`src/rtl/trace_pkg.sv`:
```
// trace_pkg: shared types and constants for the retirement trace unit.
// Optional feature macro: TRACE_CYCLE_STAMP_EN adds a 16-bit cycle stamp to every record.
package trace_pkg;

    localparam int TRACE_AW = 32;
    localparam int TRACE_DW = 32;
    localparam int STAMP_W  = 16;

    // One captured retirement.
    typedef struct packed {
        logic [TRACE_AW-1:0] pc;
        logic [TRACE_DW-1:0] inst;
        logic [4:0]          rd;
        logic [TRACE_DW-1:0] wdata;
`ifdef TRACE_CYCLE_STAMP_EN
        logic [STAMP_W-1:0]  cycle;
`endif
    } trace_rec_t;

    typedef enum logic [1:0] {
        ST_CAPTURE = 2'd0,
        ST_DRAIN   = 2'd1,
        ST_DUMP    = 2'd2,
        ST_DONE    = 2'd3
    } trace_state_e;

    localparam logic [1:0] CAUSE_NONE = 2'b00;
    localparam logic [1:0] CAUSE_END  = 2'b01;
    localparam logic [1:0] CAUSE_WDOG = 2'b10;

endpackage

```
`src/rtl/trace_capture_if.sv`:
```
// trace_if: retirement input bus and dump output stream of the trace unit.
// Optional feature macro: TRACE_CYCLE_STAMP_EN adds the dump_cycle field.
interface trace_if #(
    parameter int AW = 32,
    parameter int DW = 32
);
    logic          ret_valid;
    logic [AW-1:0] ret_pc;
    logic [DW-1:0] ret_inst;
    logic [4:0]    ret_rd;
    logic [DW-1:0] ret_wdata;

    logic          dump_valid;
    logic          dump_ready;
    logic [AW-1:0] dump_pc;
    logic [DW-1:0] dump_inst;
    logic [4:0]    dump_rd;
    logic [DW-1:0] dump_wdata;
`ifdef TRACE_CYCLE_STAMP_EN
    logic [15:0]   dump_cycle;
`endif

    // Core / host side: drives retirements, consumes the dump stream.
    modport master (
        output ret_valid, output ret_pc, output ret_inst, output ret_rd, output ret_wdata,
        output dump_ready,
`ifdef TRACE_CYCLE_STAMP_EN
        input dump_cycle,
`endif
        input dump_valid, input dump_pc, input dump_inst, input dump_rd, input dump_wdata
    );

    // Trace unit side.
    modport slave (
        input ret_valid, input ret_pc, input ret_inst, input ret_rd, input ret_wdata,
        input dump_ready,
`ifdef TRACE_CYCLE_STAMP_EN
        output dump_cycle,
`endif
        output dump_valid, output dump_pc, output dump_inst, output dump_rd, output dump_wdata
    );

endinterface

```
`src/rtl/trace_ram.sv`:
```
// trace_ram: DEPTH x W simple dual-port register array, one write port and
// a registered read port whose output holds until the next read request.
module trace_ram #(
    parameter int DEPTH = 16,
    parameter int W     = 8
) (
    input  logic                     clock,
    input  logic                     reset,
    input  logic                     we,
    input  logic [$clog2(DEPTH)-1:0] waddr,
    input  logic [W-1:0]             wdata,
    input  logic                     re,
    input  logic [$clog2(DEPTH)-1:0] raddr,
    output logic [W-1:0]             rdata
);

    logic [W-1:0] mem_q [DEPTH];
    logic [W-1:0] rdata_d;
    logic [W-1:0] rdata_q;

    // Storage array write port; contents need no reset.
    always_ff @(posedge clock) begin
        if (we) begin
            mem_q[waddr] <= wdata;
        end
    end

    // Read data updates only on a read request so the consumer sees stable fields.
    always_comb begin
        rdata_d = rdata_q;
        if (re) begin
            rdata_d = mem_q[raddr];
        end else begin
            rdata_d = rdata_q;
        end
    end

    // Registered read port, cleared by reset.
    always_ff @(posedge clock) begin
        if (reset) begin
            rdata_q <= '0;
        end else begin
            rdata_q <= rdata_d;
        end
    end

    assign rdata = rdata_q;

endmodule

```
`src/rtl/trace_capture.sv`:
```
// trace_capture: records retired instructions into a circular buffer, halts on
// an end address or a retirement watchdog, then streams records oldest first.
// Optional feature macro: TRACE_CYCLE_STAMP_EN stamps each record with a cycle count.
module trace_capture
    import trace_pkg::*;
#(
    parameter int DEPTH       = 16,
    parameter int AW          = TRACE_AW,
    parameter int DW          = TRACE_DW,
    parameter int STALL_LIMIT = 64
) (
    input  logic          clock,
    input  logic          reset,
    input  logic [AW-1:0] end_word,
    output logic          halted,
    output logic [1:0]    halt_cause,
    output logic          overflow,
    output logic          dump_done,
    trace_if.slave        bus
);

    localparam int PW    = $clog2(DEPTH);
    localparam int CW    = $clog2(DEPTH + 1);
    localparam int IW    = $clog2(STALL_LIMIT);
    localparam int REC_W = $bits(trace_rec_t);

    trace_state_e  state_d, state_q;
    logic [PW-1:0] wptr_d, wptr_q;
    logic [PW-1:0] rptr_d, rptr_q;
    logic [CW-1:0] count_d, count_q;
    logic [IW-1:0] idle_d, idle_q;
    logic          overflow_d, overflow_q;
    logic          halted_d, halted_q;
    logic [1:0]    cause_d, cause_q;
    logic          dump_valid_d, dump_valid_q;
    logic          dump_done_d, dump_done_q;

    logic          we_s;
    logic          re_s;
    logic          xfer_s;
    logic          end_hit_s;
    logic [CW-1:0] pend_s;
    logic [DW-1:0] inst_s;
    logic [DW-1:0] wdata_s;
    trace_rec_t    wr_rec_s;
    trace_rec_t    rd_rec_s;

    assign xfer_s    = dump_valid_q & bus.dump_ready;
    // Records still to be fetched from storage: the one in the output register is already out.
    assign pend_s    = dump_valid_q ? (count_q - CW'(1)) : count_q;
    assign end_hit_s = ({2'b00, bus.ret_pc[AW-1:2]} >= end_word);
    assign inst_s    = bus.ret_inst;
    assign wdata_s   = bus.ret_wdata;

`ifdef TRACE_CYCLE_STAMP_EN
    logic [15:0] cycle_d, cycle_q;

    // Free-running wrapping cycle counter.
    always_comb begin
        cycle_d = cycle_q + 16'd1;
    end

    // Cycle counter register.
    always_ff @(posedge clock) begin
        if (reset) begin
            cycle_q <= 16'd0;
        end else begin
            cycle_q <= cycle_d;
        end
    end
`endif

    // Assemble the record to store from the retirement bus.
    always_comb begin
        wr_rec_s       = '0;
        wr_rec_s.pc    = bus.ret_pc;
        wr_rec_s.inst  = inst_s;
        wr_rec_s.rd    = bus.ret_rd;
        wr_rec_s.wdata = wdata_s;
`ifdef TRACE_CYCLE_STAMP_EN
        wr_rec_s.cycle = cycle_q;
`endif
    end

    trace_ram #(
        .DEPTH (DEPTH),
        .W     (REC_W)
    ) u_ram (
        .clock (clock),
        .reset (reset),
        .we    (we_s),
        .waddr (wptr_q),
        .wdata (wr_rec_s),
        .re    (re_s),
        .raddr (rptr_q),
        .rdata (rd_rec_s)
    );

    // FSM next state, pointers, counters, halt flags and dump handshake.
    always_comb begin
        state_d      = state_q;
        wptr_d       = wptr_q;
        rptr_d       = rptr_q;
        count_d      = count_q;
        idle_d       = idle_q;
        overflow_d   = overflow_q;
        halted_d     = halted_q;
        cause_d      = cause_q;
        dump_valid_d = dump_valid_q;
        dump_done_d  = dump_done_q;
        we_s         = 1'b0;
        re_s         = 1'b0;
        case (state_q)
            ST_CAPTURE: begin
                if (bus.ret_valid) begin
                    we_s   = 1'b1;
                    wptr_d = wptr_q + PW'(1);
                    idle_d = '0;
                    if (count_q == CW'(DEPTH)) begin
                        overflow_d = 1'b1;
                    end else begin
                        count_d = count_q + CW'(1);
                    end
                    // The halting retirement itself is still recorded above.
                    if (end_hit_s) begin
                        halted_d = 1'b1;
                        cause_d  = CAUSE_END;
                        state_d  = ST_DRAIN;
                    end else begin
                        state_d  = ST_CAPTURE;
                    end
                end else begin
                    if (idle_q == IW'(STALL_LIMIT - 1)) begin
                        halted_d = 1'b1;
                        cause_d  = CAUSE_WDOG;
                        state_d  = ST_DRAIN;
                    end else begin
                        idle_d   = idle_q + IW'(1);
                    end
                end
            end
            ST_DRAIN: begin
                // Oldest record sits at wptr once the buffer has wrapped.
                rptr_d = overflow_q ? wptr_q : '0;
                if (count_q == '0) begin
                    state_d     = ST_DONE;
                    dump_done_d = 1'b1;
                end else begin
                    state_d     = ST_DUMP;
                end
            end
            ST_DUMP: begin
                if (xfer_s) begin
                    count_d = count_q - CW'(1);
                    if (count_q == CW'(1)) begin
                        state_d     = ST_DONE;
                        dump_done_d = 1'b1;
                    end else begin
                        state_d     = ST_DUMP;
                    end
                end else begin
                    count_d = count_q;
                end
                // Prefetch the next record whenever the output slot is free or being emptied.
                if ((!dump_valid_q || xfer_s) && (pend_s != '0)) begin
                    re_s         = 1'b1;
                    rptr_d       = rptr_q + PW'(1);
                    dump_valid_d = 1'b1;
                end else if (xfer_s) begin
                    dump_valid_d = 1'b0;
                end else begin
                    dump_valid_d = dump_valid_q;
                end
            end
            ST_DONE: begin
                dump_valid_d = 1'b0;
                dump_done_d  = 1'b1;
            end
            default: begin
                state_d = ST_CAPTURE;
            end
        endcase
    end

    // State and output registers, all cleared by synchronous reset.
    always_ff @(posedge clock) begin
        if (reset) begin
            state_q      <= ST_CAPTURE;
            wptr_q       <= '0;
            rptr_q       <= '0;
            count_q      <= '0;
            idle_q       <= '0;
            overflow_q   <= 1'b0;
            halted_q     <= 1'b0;
            cause_q      <= CAUSE_NONE;
            dump_valid_q <= 1'b0;
            dump_done_q  <= 1'b0;
        end else begin
            state_q      <= state_d;
            wptr_q       <= wptr_d;
            rptr_q       <= rptr_d;
            count_q      <= count_d;
            idle_q       <= idle_d;
            overflow_q   <= overflow_d;
            halted_q     <= halted_d;
            cause_q      <= cause_d;
            dump_valid_q <= dump_valid_d;
            dump_done_q  <= dump_done_d;
        end
    end

    assign halted         = halted_q;
    assign halt_cause     = cause_q;
    assign overflow       = overflow_q;
    assign dump_done      = dump_done_q;
    assign bus.dump_valid = dump_valid_q;
    assign bus.dump_pc    = rd_rec_s.pc;
    assign bus.dump_inst  = rd_rec_s.inst;
    assign bus.dump_rd    = rd_rec_s.rd;
    assign bus.dump_wdata = rd_rec_s.wdata;
`ifdef TRACE_CYCLE_STAMP_EN
    assign bus.dump_cycle = rd_rec_s.cycle;
`endif

endmodule
```
`src/flat_wrapper.sv`:
```
// flat-port wrapper written by rule: the top's interface ports become plain ports
module trace_capture_flat import trace_pkg::*;
#(
    parameter int DEPTH       = 16,
    parameter int AW          = TRACE_AW,
    parameter int DW          = TRACE_DW,
    parameter int STALL_LIMIT = 64
)
  (clock, reset, end_word, halted, halt_cause, overflow, dump_done, bus_ret_valid, bus_ret_pc, bus_ret_inst, bus_ret_rd, bus_ret_wdata, bus_dump_ready, bus_dump_valid, bus_dump_pc, bus_dump_inst, bus_dump_rd, bus_dump_wdata);
  trace_if #(.AW(AW), .DW(DW)) bus_i ();
  input  logic clock;
  input  logic reset;
  input  logic [AW-1:0] end_word;
  output logic halted;
  output logic [1:0] halt_cause;
  output logic overflow;
  output logic dump_done;
  input wire logic [$bits(bus_i.ret_valid)-1:0] bus_ret_valid;
  input wire logic [$bits(bus_i.ret_pc)-1:0] bus_ret_pc;
  input wire logic [$bits(bus_i.ret_inst)-1:0] bus_ret_inst;
  input wire logic [$bits(bus_i.ret_rd)-1:0] bus_ret_rd;
  input wire logic [$bits(bus_i.ret_wdata)-1:0] bus_ret_wdata;
  input wire logic [$bits(bus_i.dump_ready)-1:0] bus_dump_ready;
  output wire logic [$bits(bus_i.dump_valid)-1:0] bus_dump_valid;
  output wire logic [$bits(bus_i.dump_pc)-1:0] bus_dump_pc;
  output wire logic [$bits(bus_i.dump_inst)-1:0] bus_dump_inst;
  output wire logic [$bits(bus_i.dump_rd)-1:0] bus_dump_rd;
  output wire logic [$bits(bus_i.dump_wdata)-1:0] bus_dump_wdata;
  assign bus_i.ret_valid = bus_ret_valid;
  assign bus_i.ret_pc = bus_ret_pc;
  assign bus_i.ret_inst = bus_ret_inst;
  assign bus_i.ret_rd = bus_ret_rd;
  assign bus_i.ret_wdata = bus_ret_wdata;
  assign bus_i.dump_ready = bus_dump_ready;
  assign bus_dump_valid = bus_i.dump_valid;
  assign bus_dump_pc = bus_i.dump_pc;
  assign bus_dump_inst = bus_i.dump_inst;
  assign bus_dump_rd = bus_i.dump_rd;
  assign bus_dump_wdata = bus_i.dump_wdata;
  trace_capture #(.DEPTH(DEPTH), .AW(AW), .DW(DW), .STALL_LIMIT(STALL_LIMIT)) u_core (.clock(clock), .reset(reset), .end_word(end_word), .halted(halted), .halt_cause(halt_cause), .overflow(overflow), .dump_done(dump_done), .bus(bus_i));
endmodule
```
`config.mk`:
```
export PLATFORM = sky130hd
export DESIGN_NAME = trace_capture_flat
export DESIGN_NICKNAME = d
export VERILOG_FILES = /design/src/rtl/trace_pkg.sv /design/src/rtl/trace_capture_if.sv /design/src/rtl/trace_ram.sv /design/src/rtl/trace_capture.sv /design/src/flat_wrapper.sv
export SDC_FILE = /design/constraint.sdc
export NUM_CORES = 2
export LEC_CHECK = 0
export ABC_CLOCK_PERIOD_IN_PS = 18280
export BUFFER_PORTS_ARGS = -buffer_cell sky130_fd_sc_hd__buf_2
export CAP_MARGIN = 20
export CORE_UTILIZATION = 60
export CTS_CLUSTER_SIZE = 16
export DETAILED_ROUTE_END_ITERATION = 8
export HOLD_SLACK_MARGIN = 0.02
export PLACE_DENSITY = 0.78
export REMOVE_ABC_BUFFERS = 1
export SYNTH_ARGS = -nofsm -noshare
export SYNTH_HDL_FRONTEND = slang
export SYNTH_SLANG_ARGS = --single-unit
```
`constraint.sdc`:
```
create_clock -name clock -period 18.28 [get_ports clock]
set_input_delay 1.828 -clock clock [delete_from_list [all_inputs] [get_ports clock]]
set_output_delay 1.828 -clock clock [all_outputs]
set_load 0.005 [all_outputs]
```
# Word level (Yosys, flattened, before mapping)
# Memory sizes are Yosys's and may differ from the RTL's. A register that Yosys moved wholly into a read port is not among the register bits.
# Cells that the tools add are included.
# word_totals
register_bits	27
ramBits	1616
in_bits	137
output_inout_bits	107
word_cells	91
n_memories	1
# memory_table
memory	words	width	rd	rd_clocked_by_memory_dff	write_ports	line_no	text
u_core.u_ram.mem_q	16	101	1	1	1	trace_ram.sv:17	logic [W-1:0] mem_q [DEPTH];
# classes
addsub	5
n_lt_le_gt_ge	1
n_eq_ne	16
mux	36
bitwise	1
n_reduce_logical	21
# ops
op	count
greater-or-equal comparator 30 x 32 -> 1 bit	1
2-to-1 mux 5 bit	4
2-to-1 mux 1 bit	17
2-to-1 mux 2 bit	6
2-to-1 mux 6 bit	2
inequality test 2 x 1 -> 1 bit, second input constant	5
one-hot mux 5 bit (2 select lines)	1
AND reduction 3 bit	3
adder 4 x 1 -> 4 bit, second input constant	2
2-to-1 mux 4 bit	2
one-hot mux 4 bit (2 select lines)	1
AND reduction 2 bit	4
AND reduction 4 bit	2
nonzero test 2 bit	4
adder 6 x 1 -> 6 bit, second input constant	1
== test 6 bit, second input constant	1
inequality test 2 bit, second input constant	3
one-hot mux 2 bit (3 select lines)	1
nonzero test 3 bit	2
adder 5 x 1 -> 5 bit, second input constant	1
== test 5 x 1 -> 1 bit, second input constant	1
== test 5 bit, second input constant	1
logical NOT 5 bit	1
nonzero test 5 bit	1
other kinds (12)	13

# Longest topological paths before layout
# logic_depth
word_depth	6
ltp_mapped	10

# Cells and area by module
# From an unflattened synthesis, not the netlist that was laid out.
# hier_totals
cells_unflattened	4073
area_unflattened_um2	67730.0
# modules_own_cells
module	instances	cells_each	area_each_um2	seq_area_each_um2
trace_ram	1	3779	65424.0	50548.5
trace_capture	1	294	2306.0	540.5

# Worst setup path before layout
# No wires, ideal clock.
# synth_path
path_kind	in2reg
startpoint	input bus_ret_valid
endpoint	memory u_core.u_ram.mem_q[3][0] (netlist bit) (enable)
setup_ns	0.684
arrival_time_ns	9.225
slack_ns	8.371
path_stages	4
n_path_buf	1
cell_sequence	and2_1 clkbuf_1 nand2_1 nor3_1
# synth_via
elab_chain_len	4
# synth_rtl
element	line_no	text
start, declared	flat_wrapper.sv:18	input wire logic [$bits(bus_i.ret_valid)-1:0] bus_ret_valid;
2-to-1 mux 1 bit	trace_capture.sv:115	if (bus.ret_valid) begin
2-to-1 mux 1 bit	trace_capture.sv:113	case (state_q)
2-to-1 mux 1 bit	trace_ram.sv:23	if (we) begin
2-to-1 mux 1 bit (not written as such)	trace_ram.sv:24	mem_q[waddr] <= wdata;
end, declared	trace_ram.sv:17	
# Every way passes these cells.

==> flow_metrics.env <==
export IMPL_status="completed"
export IMPL_cellLeakagePower_nw=23.6
export IMPL_fin_total_pwr_mw=10.7
export IMPL_layout_nets=3485
export IMPL_yosys_warnings=0
export IMPL_power_switching_share_pct=26.6
export IMPL_utilization_pct=68.5
export IMPL_post_cts_buffers=0
export IMPL_final_common_cell="edfxtp_1"
export IMPL_async_flop_share_pct=0
export IMPL_synth_flop_cell="edfxtp_1"
export IMPL_yosysSeqAreaShare_pct=77.1
export IMPL_synth_edf_count=1616
export IMPL_start_util_pct=60.7
export IMPL_pre_cts_ws_ns=13.14
export IMPL_die_h_microns=334
export IMPL_drtAntennaViolNets=0
export IMPL_portBuffers=243
export IMPL_end_kind="register"
export IMPL_r2r_slack_ns=13.61
export IMPL_cts_clk_slew_worst_paths_ns=0.06
export IMPL_synthSimpleGateAreaFrac_pct=1.93
export IMPL_switchingPower_mw=2.86
export IMPL_ir_worst_vdd_uv=101
export IMPL_r2r_cells=8
export IMPL_max_freq_mhz=214
export IMPL_cts_tree="done"
export IMPL_cts_buffers_inserted=166
export IMPL_min_path_type="reg -> reg"
export IMPL_drive_gt1_share_pct=31.4
export IMPL_die_x_microns=334
export IMPL_grt_ovfl_total=0
export IMPL_antenna_found_initial=25
export IMPL_io_pin_count=244
export IMPL_min_to="u_core.u_ram.rdata[61]"
export IMPL_dp_cells=4609
export IMPL_relSlewSlack_pct=23.7
export IMPL_layout_common_cells="edfxtp_1, mux4_2, buf_2"
export IMPL_fin_cells=4934
export IMPL_worst_slew_pin_slew_ns=1.14
export IMPL_drc=0
export IMPL_track_usage_pct=29.1
export IMPL_via_per_inst=6.67
export IMPL_clock_skew_ns=0.0196
export IMPL_grt_pass1_wl_mm=231
export IMPL_finalSetupViolCount=0
export IMPL_synthMuxAreaShare_pct=17.2
export IMPL_slew_viol_final=0
export IMPL_hold_depth=2
export IMPL_cp_common_cell="buf_4"
export IMPL_synth_area_sq_um=66200
export IMPL_max_cap_violations=0
export IMPL_comb_power_share_pct=23.3
export IMPL_design_area_sq_um=74800
export IMPL_avgSynthCellArea_sq_um=22.2
export IMPL_path_cells="buf_4 -> buf_4 -> buf_16 -> buf_4 -> mux4_2 -> mux4_2 -> nand2_1 -> a21oi_1"
export IMPL_p_per_area_nw_per_um2=143
export IMPL_cts_root_buffer="clkbuf_16"
export IMPL_routedWlPerCell_microns=32.4
export IMPL_synth_distinct_cells=51
export IMPL_worstPathArrival_ns=5.27
export IMPL_worst_slack_ns=13.61
export IMPL_row_count=121
export IMPL_yosys_area_share_xor_xnor_pct=0.0926
export IMPL_post_cts_resize_count=0
export IMPL_rsz0062_at_grt="no"
export IMPL_syn_to_final_growth_pct=13.0
export IMPL_cp_slowest_stage_delay_ns=0.86
export IMPL_cp_max_fo=49
export IMPL_drt_first_pass_iters=5
export IMPL_min_from="u_core.u_ram.rdata[61]"
export IMPL_p_int_mw=7.87
export IMPL_htreeDepth=4
export IMPL_grt_max_degree=94
export IMPL_dieArea_sq_um=112000
export IMPL_post_route_period_util_pct=25.6
export IMPL_synth_compound_area_share_pct=1.43
export IMPL_startpoint_type="register"
export IMPL_cp_required_ns=18.88
export IMPL_coreArea_sq_um=109000
export IMPL_synth_fa_ha_area_share_pct=0.812
export IMPL_fin_crit_ns=4.67
export IMPL_totalWireLength_mm=160
export IMPL_r2r_end="u_core.u_ram.rdata[26]"
export IMPL_clkLatencyLatePin_ns=0.77
export IMPL_pwr_share_seq_pct=44.4
export IMPL_crit_slowest_cell="buf_4"
export IMPL_grt_pass1_vias=34200
export IMPL_num_vias=32900
export IMPL_synth_top_family_by_area="multiplexers"
export IMPL_finalHoldViolations=0
export IMPL_synth_cells=2986
export IMPL_dpl_cell_area_sq_um=69200
export IMPL_clkPwrFrac_pct=32.3
export IMPL_finalSetupTns_ns=0
export IMPL_gp_congestion=0.791
export IMPL_drt_iter0_markers=3910
export IMPL_holdWs_ns=0.451
export IMPL_hpwl_mm=76.9
export IMPL_regToRegStartpoint="u_core.rptr_q[0]"
export IMPL_worstSetupPathType="reg -> reg"
export IMPL_cts_hold_buf=0
export IMPL_clockBufferDepth=3
export IMPL_synth_seq_cells=1744
export IMPL_cts_sinks=1744
## sequential cells by signal, indices dropped and copies added (netlist names)
name                   flops
u_core.dump_done           1
u_core.u_ram.mem_q      1616
u_core.count_q             5
u_core.halt_cause          2
u_core.halted              1
u_core.rptr_q              4
u_core.idle_q              6
u_core.u_ram.rdata       101
u_core.overflow            1
u_core.bus.dump_valid      1
u_core.wptr_q              4
u_core.state_q             2
## cell type report
| class | count | area (sq um) |
|---|---|---|
| diodes | 12 | 30.0 |
| clock buffers | 221 | 4550 |
| clock inverters | 88 | 935 |
| fillers | 6395 | 34300 |
| inverters | 43 | 161 |
| multi-input cells | 1044 | 14400 |
| flip-flops and latches | 1744 | 51100 |
| well taps | 1476 | 1850 |
| repair buffers | 306 | 1830 |
## cell usage after synthesis, types with 4 or more instances
cell type	count	area share [%]
mux4_2	505	17
nand4_1	8	0.076
mux2i_1	4	0.060
ha_1	43	0.81
a21oi_1	129	0.97
nand2_1	227	1.3
buf_2	38	0.29
or3_1	4	0.038
buf_4	20	0.23
dfxtp_1	128	3.9
nand3_1	11	0.083
clkbuf_1	71	0.40
edfxtp_1	1616	73
o21ai_0	13	0.098
inv_1	42	0.24
buf_6	5	0.085
nor2_1	40	0.23
xor2_1	4	0.053
buf_1	21	0.12
nand2b_1	4	0.038
nor3_1	9	0.068
## power by group through the flow
stage	Sequential (mW)	Clock (mW)	Combinational, mW
after CTS	4.76	3.49	2.50
after floorplan	5.11	0	2.68
after global routing	4.78	3.64	2.65
after detailed placement	4.84	0	2.45
after global placement	4.82	0	2.40
final	4.76	3.46	2.50
## critical path: cells and delay by family (launching register included)
kind	cells	cell delay (ns)
compound gates	1	0.08
mux	2	1.10
flops	1	0.77
simple gates	1	0.09
buf+inv	4	2.34
## kinds of logic after synthesis
kind of cell             Yosys count
buffers and inverters            198
flip-flops                      1744
XOR/XNOR                           7
multiplexers                     509
AO/OA/AOI/OAI                    171
adder cells (fa/ha/maj)           43
AND/OR/NAND/NOR                  314
## worst max path at each step
stage,start,to,slack [ns],cells after the start
after floorplan,u_core.rptr_q[0],u_core.u_ram.rdata[44],0.24,4
after global placement,u_core.rptr_q[0],u_core.u_ram.rdata[18],13.23,7
after detailed placement,u_core.rptr_q[0],u_core.u_ram.rdata[3],13.14,7
after CTS,u_core.rptr_q[0],u_core.u_ram.rdata[44],13.09,7
after global routing,u_core.rptr_q[0],u_core.u_ram.rdata[26],13.17,8
final,u_core.rptr_q[0],u_core.u_ram.rdata[26],13.61,8
## routing by layer
| layer | wire length, microns | global-route usage (%) | part of all wire (%) |
|---|---|---|---|
| met5 | 98 | 0 | 0.061 |
| met4 | 4800 | 10.8 | 3.0 |
| met3 | 14800 | 5.16 | 9.3 |
| met2 | 82500 | 49.2 | 52 |
| met1 | 57500 | 38.2 | 36 |
Power figures use the tool's default switching activity.
